$ cat src/rtl/mips_core_pkg.sv
// Shared sizing, types and rename-FSM states for the MIPS core's free-list slice.
package mips_core_pkg;

    localparam int NUM_PHYS_REGS = 64;
    localparam int NUM_ARCH_REGS = 32;
    localparam int NUM_CKPT      = 4;

    localparam int FL_DEPTH = NUM_PHYS_REGS - NUM_ARCH_REGS;
    localparam int FL_IDX_W = $clog2(FL_DEPTH);

    typedef logic [5:0]        PhysReg;
    typedef logic [1:0]        CkptId;
    typedef logic [FL_IDX_W:0] fl_ptr_t;

    typedef enum logic [1:0] {
        INIT    = 2'd0,
        RUN     = 2'd1,
        RECOVER = 2'd2
    } fl_state_e;

    // Distance of a checkpoint id from the oldest live one (0 = oldest).
    function automatic CkptId ckpt_age(input CkptId id, input CkptId oldest);
        return CkptId'(id - oldest);
    endfunction

endpackage

$ cat src/rtl/freelist_ctrl_if.sv
// Rename-stage <-> free-list controller signal bundle.
interface freelist_ctrl_if;
    import mips_core_pkg::*;

    // Handshake: each *_req/*_valid is sampled at the rising edge; alloc_gnt and
    // ckpt_gnt answer combinationally in the same cycle, and a transfer happens
    // at the edge where req and gnt are both high. Release and resolve have no
    // back-pressure: valid alone commits them at the edge.
    logic   ready;
    logic   alloc_req;
    logic   alloc_gnt;
    PhysReg alloc_preg;
    logic   release_valid;
    PhysReg release_preg;
    logic   ckpt_req;
    logic   ckpt_gnt;
    CkptId  ckpt_id;
    logic   resolve_valid;
    CkptId  resolve_id;
    logic   resolve_mispredict;
    logic [5:0] free_count;
    logic   ckpt_full;

    modport master (
        input  ready, alloc_gnt, alloc_preg, ckpt_gnt, ckpt_id, free_count, ckpt_full,
        output alloc_req, release_valid, release_preg, ckpt_req,
               resolve_valid, resolve_id, resolve_mispredict
    );

    modport slave (
        output ready, alloc_gnt, alloc_preg, ckpt_gnt, ckpt_id, free_count, ckpt_full,
        input  alloc_req, release_valid, release_preg, ckpt_req,
               resolve_valid, resolve_id, resolve_mispredict
    );

endinterface

$ cat src/rtl/freelist_ckpt_stack.sv
// Branch checkpoint ring: saved free-list heads, FIFO allocation, and
// squash-from-k recovery on a mispredict.
module freelist_ckpt_stack
    import mips_core_pkg::*;
#(
    parameter int DEPTH = NUM_CKPT
) (
    input  logic    clk,
    input  logic    rst_n,
    input  logic    push,
    input  fl_ptr_t push_head,
    input  logic    resolve_en,
    input  logic    resolve_mispredict,
    input  CkptId   resolve_id,
    output CkptId   push_id,
    output logic    full,
    output logic    restore_hit,
    output fl_ptr_t restore_head
);

    logic [DEPTH-1:0] valid_q;
    fl_ptr_t          head_q [DEPTH];
    CkptId            oldest_q;
    CkptId            next_q;
    logic             commit;

    assign full         = &valid_q;
    assign push_id      = next_q;
    assign restore_hit  = resolve_en & resolve_mispredict & valid_q[resolve_id];
    assign restore_head = head_q[resolve_id];
    assign commit       = resolve_en & ~resolve_mispredict & valid_q[oldest_q];

    always_ff @(posedge clk or negedge rst_n) begin
        if (!rst_n) begin
            valid_q  <= '0;
            oldest_q <= '0;
            next_q   <= '0;
        end else begin
            // A mispredict on k kills k and everything allocated after it.
            for (int i = 0; i < DEPTH; i++) begin
                if (restore_hit && valid_q[i] &&
                    ckpt_age(CkptId'(i), oldest_q) >= ckpt_age(resolve_id, oldest_q)) begin
                    valid_q[i] <= 1'b0;
                end
            end
            if (restore_hit) begin
                next_q <= resolve_id;
            end else if (push) begin
                valid_q[next_q] <= 1'b1;
                next_q          <= CkptId'(next_q + CkptId'(1));
            end
            if (commit) begin
                valid_q[oldest_q] <= 1'b0;
                oldest_q          <= CkptId'(oldest_q + CkptId'(1));
            end
        end
    end

    always_ff @(posedge clk) begin
        if (push) begin
            head_q[next_q] <= push_head;
        end
    end

    a_resolve_oldest: assert property (@(posedge clk) disable iff (!rst_n)
        (resolve_en && !resolve_mispredict) |-> (valid_q[oldest_q] && resolve_id == oldest_q));

endmodule

$ cat src/rtl/freelist_ctrl.sv
// Physical-register free list for rename: circular buffer of free pregs with
// init fill, combinational alloc grant, and checkpoint-based head recovery.
module freelist_ctrl #(
    parameter int NUM_PHYS_REGS = mips_core_pkg::NUM_PHYS_REGS,
    parameter int NUM_ARCH_REGS = mips_core_pkg::NUM_ARCH_REGS,
    parameter int NUM_CKPT      = mips_core_pkg::NUM_CKPT
) (
    input  logic                    clk,
    input  logic                    rst_n,
    freelist_ctrl_if.slave          fl,
    output mips_core_pkg::fl_state_e dbg_state
);
    import mips_core_pkg::*;

    localparam int DEPTH = NUM_PHYS_REGS - NUM_ARCH_REGS;

    fl_state_e             state_q;
    fl_ptr_t               head_q;
    fl_ptr_t               tail_q;
    logic [FL_IDX_W-1:0]   init_cnt_q;
    logic                  ready_q;
    PhysReg                slot_q [DEPTH];

    logic    running;
    logic    active;
    logic    mispredict;
    logic    release_en;
    logic    ckpt_push;
    fl_ptr_t save_head;
    logic    restore_hit;
    fl_ptr_t restore_head;
    CkptId   push_id;
    logic    ckpt_full;

    assign running    = (state_q == RUN);
    assign active     = (state_q != INIT);
    assign mispredict = fl.resolve_valid & fl.resolve_mispredict;
    assign release_en = active & fl.release_valid;

    assign fl.ready      = ready_q;
    assign fl.free_count = tail_q - head_q;
    assign fl.ckpt_full  = ckpt_full;
    assign fl.ckpt_id    = push_id;
    assign dbg_state     = state_q;

    // An empty list never forwards a same-cycle release; the release lands at tail only.
    assign fl.alloc_gnt  = running & fl.alloc_req & (fl.free_count != '0) & ~mispredict;
    assign fl.alloc_preg = slot_q[head_q[FL_IDX_W-1:0]];
    assign fl.ckpt_gnt   = running & fl.ckpt_req & ~ckpt_full & ~mispredict;
    assign ckpt_push     = fl.ckpt_gnt;

    // The checkpoint records head after this cycle's alloc: that alloc is on the older path.
    assign save_head = head_q + fl_ptr_t'(fl.alloc_gnt);

    freelist_ckpt_stack #(
        .DEPTH (NUM_CKPT)
    ) u_ckpt (
        .clk                (clk),
        .rst_n              (rst_n),
        .push               (ckpt_push),
        .push_head          (save_head),
        .resolve_en         (fl.resolve_valid & active),
        .resolve_mispredict (fl.resolve_mispredict),
        .resolve_id         (fl.resolve_id),
        .push_id            (push_id),
        .full               (ckpt_full),
        .restore_hit        (restore_hit),
        .restore_head       (restore_head)
    );

    always_ff @(posedge clk) begin
        if (state_q == INIT) begin
            slot_q[tail_q[FL_IDX_W-1:0]] <= PhysReg'(NUM_ARCH_REGS) + PhysReg'(init_cnt_q);
        end else if (release_en) begin
            slot_q[tail_q[FL_IDX_W-1:0]] <= fl.release_preg;
        end
    end

    always_ff @(posedge clk or negedge rst_n) begin
        if (!rst_n) begin
            state_q    <= INIT;
            head_q     <= '0;
            tail_q     <= '0;
            init_cnt_q <= '0;
            ready_q    <= 1'b0;
        end else begin
            case (state_q)
                INIT: begin
                    tail_q     <= tail_q + fl_ptr_t'(1);
                    init_cnt_q <= init_cnt_q + 1'b1;
                    if (init_cnt_q == FL_IDX_W'(DEPTH - 1)) begin
                        state_q <= RUN;
                        ready_q <= 1'b1;
                    end
                end
                default: begin
                    if (release_en) begin
                        tail_q <= tail_q + fl_ptr_t'(1);
                    end
                    if (restore_hit) begin
                        head_q  <= restore_head;
                        state_q <= RECOVER;
                    end else begin
                        if (fl.alloc_gnt) begin
                            head_q <= head_q + fl_ptr_t'(1);
                        end
                        state_q <= RUN;
                    end
                end
            endcase
        end
    end

endmodule

$ cat src/flat_wrapper.sv
// flat-port wrapper written by rule: the top's interface ports become plain ports
module freelist_ctrl_flat import mips_core_pkg::*;
#(
    parameter int NUM_PHYS_REGS = mips_core_pkg::NUM_PHYS_REGS,
    parameter int NUM_ARCH_REGS = mips_core_pkg::NUM_ARCH_REGS,
    parameter int NUM_CKPT      = mips_core_pkg::NUM_CKPT
)
  (clk, rst_n, dbg_state, fl_ready, fl_alloc_gnt, fl_alloc_preg, fl_ckpt_gnt, fl_ckpt_id, fl_free_count, fl_ckpt_full, fl_alloc_req, fl_release_valid, fl_release_preg, fl_ckpt_req, fl_resolve_valid, fl_resolve_id, fl_resolve_mispredict);
  freelist_ctrl_if fl_i ();
  input  logic clk;
  input  logic rst_n;
  output mips_core_pkg::fl_state_e dbg_state;
  output wire logic [$bits(fl_i.ready)-1:0] fl_ready;
  output wire logic [$bits(fl_i.alloc_gnt)-1:0] fl_alloc_gnt;
  output wire logic [$bits(fl_i.alloc_preg)-1:0] fl_alloc_preg;
  output wire logic [$bits(fl_i.ckpt_gnt)-1:0] fl_ckpt_gnt;
  output wire logic [$bits(fl_i.ckpt_id)-1:0] fl_ckpt_id;
  output wire logic [$bits(fl_i.free_count)-1:0] fl_free_count;
  output wire logic [$bits(fl_i.ckpt_full)-1:0] fl_ckpt_full;
  input wire logic [$bits(fl_i.alloc_req)-1:0] fl_alloc_req;
  input wire logic [$bits(fl_i.release_valid)-1:0] fl_release_valid;
  input wire logic [$bits(fl_i.release_preg)-1:0] fl_release_preg;
  input wire logic [$bits(fl_i.ckpt_req)-1:0] fl_ckpt_req;
  input wire logic [$bits(fl_i.resolve_valid)-1:0] fl_resolve_valid;
  input wire logic [$bits(fl_i.resolve_id)-1:0] fl_resolve_id;
  input wire logic [$bits(fl_i.resolve_mispredict)-1:0] fl_resolve_mispredict;
  assign fl_ready = fl_i.ready;
  assign fl_alloc_gnt = fl_i.alloc_gnt;
  assign fl_alloc_preg = fl_i.alloc_preg;
  assign fl_ckpt_gnt = fl_i.ckpt_gnt;
  assign fl_ckpt_id = fl_i.ckpt_id;
  assign fl_free_count = fl_i.free_count;
  assign fl_ckpt_full = fl_i.ckpt_full;
  assign fl_i.alloc_req = fl_alloc_req;
  assign fl_i.release_valid = fl_release_valid;
  assign fl_i.release_preg = fl_release_preg;
  assign fl_i.ckpt_req = fl_ckpt_req;
  assign fl_i.resolve_valid = fl_resolve_valid;
  assign fl_i.resolve_id = fl_resolve_id;
  assign fl_i.resolve_mispredict = fl_resolve_mispredict;
  freelist_ctrl #(.NUM_PHYS_REGS(NUM_PHYS_REGS), .NUM_ARCH_REGS(NUM_ARCH_REGS), .NUM_CKPT(NUM_CKPT)) u_core (.clk(clk), .rst_n(rst_n), .fl(fl_i), .dbg_state(dbg_state));
endmodule
$ cat config.mk
export PLATFORM = sky130hd
export DESIGN_NAME = freelist_ctrl_flat
export DESIGN_NICKNAME = d
export VERILOG_FILES = /design/src/rtl/mips_core_pkg.sv /design/src/rtl/freelist_ctrl_if.sv /design/src/rtl/freelist_ckpt_stack.sv /design/src/rtl/freelist_ctrl.sv /design/src/flat_wrapper.sv
export SDC_FILE = /design/constraint.sdc
export NUM_CORES = 1
export LEC_CHECK = 0
export ABC_AREA = 1
export CORE_AREA = 2 2 138 140
export CTS_CLUSTER_DIAMETER = 120
export CTS_CLUSTER_SIZE = 16
export DETAILED_ROUTE_END_ITERATION = 8
export DIE_AREA = 0 0 140 142
export HOLD_SLACK_MARGIN = 0.02
export PLACE_DENSITY = 0.78
export SLEW_MARGIN = 20
export SYNTH_ARGS = -nofsm -noshare
export SYNTH_HDL_FRONTEND = slang
export SYNTH_SLANG_ARGS = --single-unit
$ cat constraint.sdc
create_clock -name clk -period 3.45 [get_ports clk]
set_input_delay 0.5175 -clock clk [delete_from_list [all_inputs] [get_ports clk]]
set_output_delay 0.5175 -clock clk [all_outputs]
set_load 0.02 [all_outputs]
==> results of run 1 <==
-- cells in the final DEF (no fill, tap or decap), drive strengths merged --
cell type / n
inv: 83
or2: 1
edfxtp: 216
o22ai: 14
xor2: 16
dlygate4sd2: 1
clkinv: 2
a21oi: 16
mux2: 1
nor4: 1
nor3: 3
nand4: 3
nand3b: 5
dfrtp: 28
nor2: 198
xnor2: 3
buf: 22
nand3: 39
clkdlybuf4s50: 32
clkbuf: 26
nand2: 143
o21ai: 138
o21bai: 1
o31ai: 1
ha: 29
dlymetal6s2s: 1
fa: 1
o211ai: 28
-- sequential cells by signal, indices dropped and copies added, names as in the netlist --
register                cells
u_core.slot_q             192
u_core.u_ckpt.head_q       24
u_core.head_q               6
u_core.tail_q               6
u_core.init_cnt_q           5
u_core.u_ckpt.valid_q       4
u_core.dbg_state            2
u_core.u_ckpt.oldest_q      2
u_core.u_ckpt.push_id       2
u_core.fl.ready             1
-- where the power goes --
group / internal [uW] / switching, uW / leakage, uW
clock network: 1020 / 979 / 0.000253
registers: 3990 / 302 / 0.00229
logic: 1580 / 3150 / 0.00203
total: 6580 / 4430 / 0.00457
-- what timing repair did --
action / CTS / global route
cloned: 0 / 1
setup endpoints to repair: 6 / 7
pin swaps: 0 / 1
endpoints found under the hold margin: 0 / 0
gates resized for setup: 2 / 10
setup buffers: 0 / 1
-- worst max-delay path: cells and delay by family, from the launching register on --
family / cells / cell delay, ps
compound gates: 2 / 440
flops: 1 / 550
buf+inv: 4 / 1050
simple gates: 3 / 330
-- area by class of cell --
type	instances	area share, %
flip-flops and latches	244	59.0
multi-input cells	641	26.8
repair buffers	57	4.93
clock buffers	25	4.09
inverters	83	2.62
well taps	234	2.40
clock inverters	2	0.205
-- per-layer routing --
metal	GRT usage (%)	wire length (um)
met1	33.1	9870
met3	3.77	1900
met2	42.4	12200
met5	0.251	0
met4	8.83	832
-- cell families (layout without fill, tap and decap cells) --
family	after synthesis	count (layout)	synth area share (%)
AO/OA/AOI/OAI	198	198	10.0
XOR/XNOR	19	19	1.51
adder cells (fa/ha/maj)	30	30	3.48
buffers and inverters	127	167	5.26
flip-flops	244	244	65.3
multiplexers	1	1	0.102
AND/OR/NAND/NOR	393	393	14.3
-- metrics by stage --
stage / TNS (ps) / instance area (um^2)
2_1_floorplan: 0 / 11000
3_3_place_gp: 0 / 11600
3_5_place_dp: 0 / 11600
4_1_cts: 0 / 12100
5_1_grt: -24.9 / 12200
6_report: 0 / 12200
-- how the worst min path moves through the flow --
stage / endpoint / slack [ps]
6_report: u_core.u_ckpt.valid_q[3] / 440
5_1_grt: u_core.u_ckpt.valid_q[3] / 480
4_1_cts: u_core.u_ckpt.valid_q[3] / 460
3_5_place_dp: u_core.fl.ready / 470
3_3_place_gp: u_core.fl.ready / 460
2_1_floorplan: u_core.dbg_state[0] / 220
==> flow_summary.json, run 1 <==
{
  "status": "complete, but fails checks",
  "violations": "DRC",
  "core-area_um2": 18500,
  "grt_pass1_wl_um": 38200,
  "path_class": "register to output port",
  "startpoint": "u_core.head_q[1]",
  "critPathMostFrequentCell": "nand2_1",
  "ys.warnings.count": 0,
  "yosysSeqAreaShare_pct": 65.3,
  "place_congestion": 0.903,
  "cp_slowest_cell": "clkdlybuf4s50_1",
  "grt_pass1_vias": 7059,
  "p_per_area_nw_per_um2": 903,
  "ant_nets": 0,
  "n_fill_cell": 1318,
  "synthFlopType": "edfxtp_1",
  "cts_buffer_depth": 3,
  "wl_um": 24800,
  "max_clock_freq_mhz": 295,
  "avgSynthCellArea_um2": 10.9,
  "antenna_found_initial": 0,
  "die_height_um": 142,
  "ff_latch_area_um2": 7190,
  "cts_hold_buf": 0,
  "io_buffers": 34,
  "drt_first_iter_violations": 886,
  "grt_overflow": 0,
  "placed_cells": 1257,
  "period_needed_ps": 3390,
  "diodes": 0,
  "critical_path.max_stage_delay_ps": 600,
  "finalPower_uw": 11000,
  "finalSetupViolations": 0,
  "htreeDepth": 1,
  "dieArea_um2": 19900,
  "avgViaCountPerCell": 5.88,
  "nets": 1091,
  "rrSetupSlack_ps": 530,
  "max_slew_margin_pct": 38.3,
  "async_flop_share_pct": 11.5,
  "vias": 7560,
  "min_path_type": "primary input to asynchronous set/reset pin",
  "grt_use_total_pct": 24.9,
  "drv_slew": 0,
  "synth_area_um2": 11000,
  "critPathCapture": "fl_alloc_preg[4]",
  "synth_area_leader_cell": "edfxtp_1",
  "root_buffer": "clkbuf_16",
  "tritoncts": "yes",
  "yosys-top-cells-count": "edfxtp_1 (216), nor2_1 (196), nand2_1 (139), o21ai_0 (114), inv_1 (74)",
  "drtPass1Iterations": 9,
  "worstSetupEndpointType": "output port",
  "die_w_um": 140,
  "ir_drop_v": 0.000711,
  "insertion_delay_ps": 500,
  "clock_sinks": 244,
  "p_leak_uw": 0.00457,
  "worst_setup_path_start_kind": "register",
  "grt_start_max_net_pins": 79,
  "cp_max_fo": 18,
  "finClkSkew_ps": 10.7,
  "worst_ep_arrival_time_ps": 2880,
  "syn_to_final_growth_pct": 10.7,
  "multi_input_area_um2": 3260,
  "cts_buffers": 19,
  "drv_cap": 0,
  "io_pins": 35,
  "final_layout_size_suffix_gt1_share_pct": 6.65,
  "synth_enable_flop_cells": 216,
  "max_slew.worst_pin.slew_ps": 925,
  "synth_area_leaders": "edfxtp_1 (59%), nor2_1 (6.7%), dfrtp_1 (6.4%)",
  "clkTransAtPathRegs_ps": 80,
  "crit_chain": "inv_2 > buf_4 > o21ai_0 > o22ai_1 > nand2_1 > nand3b_1 > nand2_1 > inv_1 > clkdlybuf4s50_1",
  "crit_required_ps": 2930,
  "synth_cell_types": 34,
  "instances_no_fill": 1286,
  "yosysTopAreaCellShare_pct": 58.9,
  "ys_ff_latch": 244,
  "final_util_pct": 66.0,
  "r2r_start": "u_core.head_q[0]",
  "ff2ff_path_depth": 13,
  "fp-row-count": 50,
  "holdWs_ps": 444,
  "place_hpwl_um": 15600,
  "drc": 4,
  "synth_nets": 1057,
  "period_share_pct": 98.4,
  "syn_inst": 1012,
  "hold_viol_final": 0,
  "floorplan.initialDensity_pct": 59.6,
  "yosysMostFrequentCell": "edfxtp_1",
  "pre_cts_ws_ps": 467,
  "wl_per_cell_um": 19.3,
  "reg2reg_to": "u_core.u_ckpt.head_q[3][4]",
  "fin_ws_ps": 55.3
}
No activity file was read; power rests on OpenSTA's default activity.
==> inputs of run 2 (changes only) <==
Settings changed: ABC_CLOCK_PERIOD_IN_PS from default to 3450, CORE_AREA 2 2 138 140 to 2 2 169 171, DIE_AREA 0 0 140 142 to 0 0 171 173, PLACE_DENSITY 0.78 to default.
==> run 2 against run 1 <==
Compared with the run above:
- the flow now finishes without violations
- global-route usage decreased by 7.0 points
- sequential cell count unchanged
- sequential power about the same
- routed wire length increased by 4.9%
- largest cell class unchanged
- largest power group unchanged
==> flow_summary.json, run 2 (same netlist as run 1, synthesis figures left out) <==
{
  "fp-row-count": 61,
  "highest_layer": "met4",
  "syn_to_final_growth_pct": 12.6,
  "final_layout_size_suffix_gt1_share_pct": 7.01,
  "n_fill_cell": 2584,
  "p_per_area_nw_per_um2": 894,
  "die_height_um": 173,
  "wl_met3_um": 1320,
  "wl_um": 26000,
  "wl_per_cell_um": 18.2,
  "ant_nets": 0,
  "io_buffers": 34,
  "place_congestion": 0.878,
  "worst_ep_arrival_time_ps": 2780,
  "finalSetupViolations": 0,
  "core-area_um2": 27600,
  "cts_hold_buf": 0,
  "max_slew.worst_pin.slew_ps": 916,
  "grt_use_total_pct": 17.9,
  "switchingPower_uw": 4490,
  "clock_power_share_pct": 18.3,
  "diodes": 0,
  "path_class": "register to output port",
  "crit_required_ps": 2930,
  "vias": 7331,
  "antenna_found_initial": 0,
  "cts_buffer_depth": 3,
  "largest_reg_flops": 192,
  "ff2ff_path_depth": 14,
  "grt_pass1_wl_um": 41200,
  "max_slew_margin_pct": 38.4,
  "grt_pass1_vias": 7225,
  "worst_setup_path_start_kind": "register",
  "layout_common_cells": "edfxtp_1 (216), nor2_1 (196), nand2_1 (139)",
  "avgViaCountPerCell": 5.11,
  "period_needed_ps": 3300,
  "drv_slew": 0,
  "max_clock_freq_mhz": 303,
  "min_path_type": "primary input to asynchronous set/reset pin",
  "p_leak_uw": 0.00458,
  "cp_slowest_cell": "clkdlybuf4s50_1",
  "period_share_pct": 95.6,
  "instances_no_fill": 1434,
  "critical_path.max_stage_delay_ps": 590,
  "root_buffer": "clkbuf_16",
  "floorplan.initialDensity_pct": 39.8,
  "insertion_delay_ps": 510,
  "ir_drop_v": 0.000484,
  "placed_cells": 1402,
  "worstSetupEndpointType": "output port",
  "drt-met1-wl_um": 12100,
  "power_frac_seq_pct": 38.5,
  "hold_viol_final": 0,
  "finClkSkew_ps": 15.5,
  "status": "finished clean",
  "p_int_uw": 6590,
  "htreeDepth": 1,
  "place_hpwl_um": 16800,
  "dieArea_um2": 29600,
  "clkTransAtPathRegs_ps": 80,
  "nets": 1095,
  "path_depth": 8,
  "drc": 0,
  "drt_first_iter_violations": 708,
  "io_pins": 35,
  "wl_met2_um": 12100,
  "multi_input_area_um2": 3260,
  "final.setup.tns_ps": 0,
  "worst-path-buf-inv": 3,
  "tritoncts": "yes",
  "die_w_um": 171,
  "cp_max_fo": 57,
  "final_util_pct": 44.8,
  "cts_buffers": 19,
  "layout_commonest_cell": "edfxtp_1",
  "p_comb_share_pct": 43.1,
  "grt_overflow": 0,
  "swShare_pct": 40.5,
  "drtPass1Iterations": 5,
  "drv_cap": 0,
  "clock_sinks": 244,
  "crit_chain": "buf_16 > o21ai_0 > o211ai_1 > nand3_1 > nand3b_1 > nand2_1 > inv_1 > clkdlybuf4s50_1",
  "critPathTopFamily": "buffers and inverters",
  "grt_start_max_net_pins": 58,
  "ff_latch_area_um2": 7190
}
==> run 2: final cells by class <==
type | count | area share (%)
Sequential cell | 244 | 58.1
Multi-Input combinational cell | 641 | 26.3
Timing Repair Buffer | 61 | 4.98
Clock buffer | 25 | 4.02
Tap cell | 378 | 3.82
Inverter | 83 | 2.63
Clock inverter | 2 | 0.202
==> run 2: metrics by stage <==
stage	worst slack, ps	total power [uW]	area (um^2)	hold WS (ps)
4_1_cts	7.45	11100	12300	446
5_1_grt	-0.359	11800	12400	484
6_report	151	11100	12400	447
3_3_place_gp	451	8970	11800	482
3_5_place_dp	454	9010	11800	472
2_1_floorplan	576	7300	11000	222
==> run 2: final timing paths <==
kind                                  startpoint                         end  slack, ps
worst min register to register   u_core.fl.ready             u_core.fl.ready        490
worst max-delay path            u_core.head_q[1]            fl_alloc_preg[3]        150
worst max register to register  u_core.head_q[0]  u_core.u_ckpt.head_q[3][4]        530
max in group asynchronous                  rst_n        u_core.init_cnt_q[1]       2330
min in group clk                 u_core.fl.ready             u_core.fl.ready        490
worst min-delay path                       rst_n            u_core.head_q[5]        450
==> run 2: power by group through the flow <==
stage	logic, uW	registers (uW)	clock network (uW)
5_1_grt	5350	4320	2170
2_1_floorplan	3060	4240	0
4_1_cts	4730	4270	2080
3_3_place_gp	4650	4320	0
3_5_place_dp	4690	4330	0
6_report	4780	4270	2030
==> run 2: layer usage <==
metal  global-route usage (%)  vias to the layer above
met4                     4.52                        0
met3                     2.54                       39
met5                        0                        -
met2                     28.6                      202
met1                     25.6                     3544
li1                         -                     3546
==> run 2: repair_timing <==
action | in CTS | in global routing
pin swaps | 0 | 0
buffers inserted | 0 | 5
endpoints found under the setup margin | 7 | 7
resized for setup | 5 | 22
